==> src/rtl/rf_multi.sv <==
// rf_multi: dual-read, single-write register file with a hardware clear
// sequence after reset. Entry 0 can be hardwired to zero (ZERO_REG).
// Optional feature macro: RF_BYPASS_EN -- write-through forwarding of wd to a
// read port whose address matches the in-flight write address.
module rf_multi #(
  parameter int unsigned WIDTH    = 32,
  parameter int unsigned ADDR_W   = 5,
  parameter int unsigned ZERO_REG = 1
) (
  input  logic              clk,
  input  logic              reset,
  input  logic              w,
  input  logic [ADDR_W-1:0] wn,
  input  logic [WIDTH-1:0]  wd,
  input  logic [ADDR_W-1:0] rs1,
  input  logic [ADDR_W-1:0] rs2,
  output logic [WIDTH-1:0]  rd1,
  output logic [WIDTH-1:0]  rd2,
  output logic              busy
);

  localparam int unsigned       DEPTH    = 1 << ADDR_W;
  localparam logic [ADDR_W-1:0] LAST_IDX = ADDR_W'(DEPTH - 1);
  localparam logic              ZERO_EN  = (ZERO_REG != 0);

  typedef enum logic {
    ST_CLEAR = 1'b0,
    ST_READY = 1'b1
  } state_e;

  state_e            state_q, state_d;
  logic [ADDR_W-1:0] clr_cnt_q, clr_cnt_d;
  logic              busy_q, busy_d;

  logic              user_we_c;
  logic              mem_we_c;
  logic [ADDR_W-1:0] mem_waddr_c;
  logic [WIDTH-1:0]  mem_wdata_c;

  logic [WIDTH-1:0]  mem_q [DEPTH];

  // Control registers: synchronous reset restarts the clear sequence.
  always_ff @(posedge clk) begin
    if (reset) begin
      state_q   <= ST_CLEAR;
      clr_cnt_q <= '0;
      busy_q    <= 1'b1;
    end else begin
      state_q   <= state_d;
      clr_cnt_q <= clr_cnt_d;
      busy_q    <= busy_d;
    end
  end

  // User write qualifies only in READY, outside reset, and never to a hardwired entry 0.
  always_comb begin
    user_we_c = 1'b0;
    if ((state_q == ST_READY) && w && !reset) begin
      user_we_c = !(ZERO_EN && (wn == '0));
    end
  end

  // Next-state logic and memory write port selection.
  always_comb begin
    state_d     = state_q;
    clr_cnt_d   = clr_cnt_q;
    busy_d      = busy_q;
    mem_we_c    = 1'b0;
    mem_waddr_c = wn;
    mem_wdata_c = wd;

    unique case (state_q)
      ST_CLEAR: begin
        // Reset cycle itself writes nothing; zeroing happens only in clear cycles.
        mem_we_c    = !reset;
        mem_waddr_c = clr_cnt_q;
        mem_wdata_c = '0;
        if (clr_cnt_q == LAST_IDX) begin
          state_d = ST_READY;
          busy_d  = 1'b0;
        end else begin
          clr_cnt_d = clr_cnt_q + ADDR_W'(1);
        end
      end
      ST_READY: begin
        mem_we_c = user_we_c;
      end
      default: begin
        state_d = ST_CLEAR;
        busy_d  = 1'b1;
      end
    endcase
  end

  // Storage array: no reset, contents are zeroed by the clear sequence.
  always_ff @(posedge clk) begin
    if (mem_we_c) begin
      mem_q[mem_waddr_c] <= mem_wdata_c;
    end
  end

  // Read port 1: combinational, zero while clearing or when addressing a hardwired entry 0.
  always_comb begin
    rd1 = mem_q[rs1];
    if ((state_q == ST_CLEAR) || (ZERO_EN && (rs1 == '0))) begin
      rd1 = '0;
    end
`ifdef RF_BYPASS_EN
    else if (user_we_c && (wn == rs1)) begin
      rd1 = wd;
    end
`endif
  end

  // Read port 2: same rules as port 1.
  always_comb begin
    rd2 = mem_q[rs2];
    if ((state_q == ST_CLEAR) || (ZERO_EN && (rs2 == '0))) begin
      rd2 = '0;
    end
`ifdef RF_BYPASS_EN
    else if (user_we_c && (wn == rs2)) begin
      rd2 = wd;
    end
`endif
  end

  assign busy = busy_q;

endmodule
==> config.mk <==
export PLATFORM = sky130hd
export DESIGN_NAME = rf_multi
export DESIGN_NICKNAME = d
export VERILOG_FILES = /design/src/rtl/rf_multi.sv
export SDC_FILE = /design/constraint.sdc
export NUM_CORES = 1
export LEC_CHECK = 0
export CAP_MARGIN = 20
export CORE_UTILIZATION = 30
export CTS_CLUSTER_DIAMETER = 80
export DETAILED_ROUTE_END_ITERATION = 8
export MAX_ROUTING_LAYER = met4
export PLACE_DENSITY_LB_ADDON = 0.25
export SLEW_MARGIN = 0
export SYNTH_ARGS = -nofsm -noshare
export SYNTH_HDL_FRONTEND = slang
export SYNTH_SLANG_ARGS = --single-unit
==> constraint.sdc <==
create_clock -name clk -period 4.3 [get_ports clk]
set_clock_uncertainty 0.15 [all_clocks]
set_input_delay 1.29 -clock clk [delete_from_list [all_inputs] [get_ports clk]]
set_output_delay 1.29 -clock clk [all_outputs]
set_load 0.01 [all_outputs]
==> metrics.md <==
| Metric | Value |
|---|---|
| Vias | `31,916` |
| Hold Path Depth | `1` |
| Post-Route WL | `183,000 um` |
| Rows | `146` |
| Synth area leader | `edfxtp_1` |
| Reg-to-Reg Start | `state_q` |
| Die span in y | `403 um` |
| Gr usage total | `23.0%` |
| #FFs+latches synth | `1,031` |
| DRC errors left | `0` |
| Hold WS | `0.352 ns` |
| Initial antenna violation count | `5` |
| Post-synth EDFFs | `1,024` |
| Status | `finished with violations` |
| First-pass GRT wire length | `254,000 um` |
| Pwr dens | `356 nW/um2` |
| Final core occ | `39.6%` |
| Fin nets | `3,546` |
| Ys flop type | `edfxtp_1` |
| Placed cell area | `56,800 um2` |
| TritonCTS clock tree | `yes` |
| Synth-to-layout area growth | `30.6%` |
| Synth async-reset ratio | `0%` |
| Fillers | `14,444` |
| Latest clock arrival within the worst-skew pair | `0.72 ns` |
| Routability cong. | `0.853` |
| Period utilisation layout | `109%` |
| Final slew viol count | `0` |
| H-tree levels | `3` |
| Max-cap check violation count | `0` |
| CP Launch Type | `input pin` |
| Overflow after GRT | `0` |
| Worst-path maximum fanout | `8` |
| Largest cells by area after synthesis | `edfxtp_1, mux4_2, mux2i_1, mux2_2, a22oi_1` |
| Hold buffers post-CTS | `0` |
| Fin area | `63,100 um2` |
| Final hold vios | `0` |
| Core area | `159,000 um2` |
| Actual slew at the worst max-slew pin | `1.09 ns` |
| Die footprint | `163,000 um2` |
| Worst hold start | `busy` |
| Net Count, Synth | `2,962` |
| Multi-input combinational cell area | `17,400 um2` |
| Drt first pass iters | `7` |
| Arrival @ worst endpoint | `3.24 ns` |
| Kind of critical path | `in2out` |
| Layout cell share with drive strength beyond 1 | `40.3%` |
| Static Leak | `20.9 nW` |
| Crit path required time | `2.86 ns` |
| Port buffer count | `114` |
| Die W | `403 um` |
| CTS sink cnt | `1,031` |
| Setup Viol. Count Final | `64` |
| Worst Hold Class | `reg2reg` |
| CP Capture Type | `output pin` |
| CTS max path bufs | `3` |
| Most common cell in the netlist | `edfxtp_1` |
| Avg Inst Size Synth | `16.6 um2` |
| Max rail drop VDD | `0.333 mV` |
| Total CTS buffers | `107` |
| Setup crit start | `rs2[0]` |
| Post-synthesis sequential area ratio | `63.9%` |
| Hold Path End | `busy` |
| Place WS | `-1.03 ns` |
| Worst-path clk slew | `0.06 ns` |
| Number of global-route vias before repair | `32,448` |
| Clk root buf | `clkbuf_16` |
| Violated checks | `negative setup slack` |
| Pin count of the biggest net entering global routing | `48` |
| Unrepaired setup endpoints after global routing | `true` |
| 1st-iter DRT viols | `3,217` |
| Max_slew headroom | `27.5%` |
| DR vias/cell | `5.57` |
| Unique masters post-synth | `48` |
| Share of the synthesized area in the top cell type | `63.7%` |
| Wire per inst | `32.0 um` |
| Sum Neg Setup Slack | `-14.05 ns` |
| Synth top cells by count | `edfxtp_1, mux2i_1, mux4_2` |
| Seq. cell area | `30,900 um2` |
| Post-Synthesis Cells | `2,910` |
| Final ANT Viol Nets | `0` |
| Synth warn | `0` |
| Post-Syn Area | `48,300 um2` |
| Final setup margin | `-0.382 ns` |
| Reg2Reg Capture Point | `mem_q[0][26]` |
| Fin crit period | `4.68 ns` |
| Final non-filler cell total | `5,731` |
| Top Ports | `115` |
| Flop-to-flop setup slack | `0.98 ns` |
| Worst R2R Path Depth | `6` |
| Max Freq | `0.214 GHz` |
| Initial Utilization | `30.4%` |
| HPWL after DPL | `116,000 um` |
| Tot Pwr | `22.5 mW` |
| Cell count after placement | `5,404` |
what timing repair did:
action	CTS	global route
setup buffers	94	38
resized for setup	476	104
pin swaps	100	79
endpoints found under the setup margin	64	64
cloned	13	2
per-layer routing:
metal	global-route usage, %	wire length [um]	vias up
li1	-	-	13281
met3	3.01	11000	322
met4	8.26	6450	0
met1	28.5	74200	16985
met2	38.3	91600	1328
met5	-	0	-
flip-flops by register name, indices dropped and copies added (netlist names):
register and cells:
mem_q 1024, state_q 1, clr_cnt_q 5, busy 1
worst max path at each step:
stage               to  slack [ns]  cells after the start
2_1_floorplan  rd1[15]        0.06                      7
3_3_place_gp    rd1[9]       -1.04                     10
3_5_place_dp    rd1[9]       -1.03                     10
4_1_cts         rd2[2]       -0.41                      7
5_1_grt         rd2[2]       -0.40                      7
6_report       rd2[24]       -0.38                      9
logic make-up (layout without fill, tap and decap cells):
kind of cell	count (synthesis)	after routing	synth area share (%)
buffers and inverters	239	911	2.34
adder cells (fa/ha/maj)	2	2	0.0518
AND/OR/NAND/NOR	462	462	5.16
AO/OA/AOI/OAI	466	466	6.78
flip-flops	1031	1031	63.9
XOR/XNOR	3	3	0.0544
multiplexers	707	707	21.7
other	0	3	0
worst max-delay path: stages:
cell and delay (ns):
clkbuf_16 0.16, buf_16 0.17, buf_8 0.14, buf_6 0.09, mux4_2 0.54, a22oi_2 0.14
o31a_1 0.23, nand4_1 0.22, buf_2 0.22
report_power, final:
part           switching [mW]  internal (mW)  total [mW]
sequential             0.0299           11.0        11.0
clock                    4.08           5.52        9.60
combinational           0.924          0.950        1.87
cells in the final DEF (no fill, tap or decap), types with 6 or more instances in the layout:
cell type	n
a31oi_4	16
clkinv_1	23
clkinv_2	21
a22o_1	20
nand3_1	93
a31oi_1	7
o21ai_0	64
mux2_2	193
bufinv_16	15
clkdlybuf4s50_1	40
or3_1	32
nor2_1	9
o22ai_1	64
mux4_2	252
a211oi_1	63
clkbuf_1	15
buf_16	19
clkbuf_16	112
a22oi_1	112
buf_4	311
nor2b_1	65
dfxtp_1	6
buf_2	45
nand4_1	65
a21oi_1	6
mux2i_1	257
clkinvlp_4	7
edfxtp_1	1024
nand2_1	78
a22o_4	12
nor2_4	35
a31oi_2	10
buf_8	16
o31a_1	32
buf_12	175
a22oi_2	49
buf_6	88
and2_1	33
cell type report:
type                            instances  share of cell area (%)
Antenna cell                            3                  0.0119
Multi-Input combinational cell       1640                    27.6
Tap cell                             2146                    4.26
Inverter                                3                  0.0179
Timing Repair Buffer                  711                    13.5
Clock buffer                          124                    4.41
Clock inverter                         73                    1.22
Sequential cell                      1031                    49.0
Note: power is estimated with default switching activity, not from simulation.
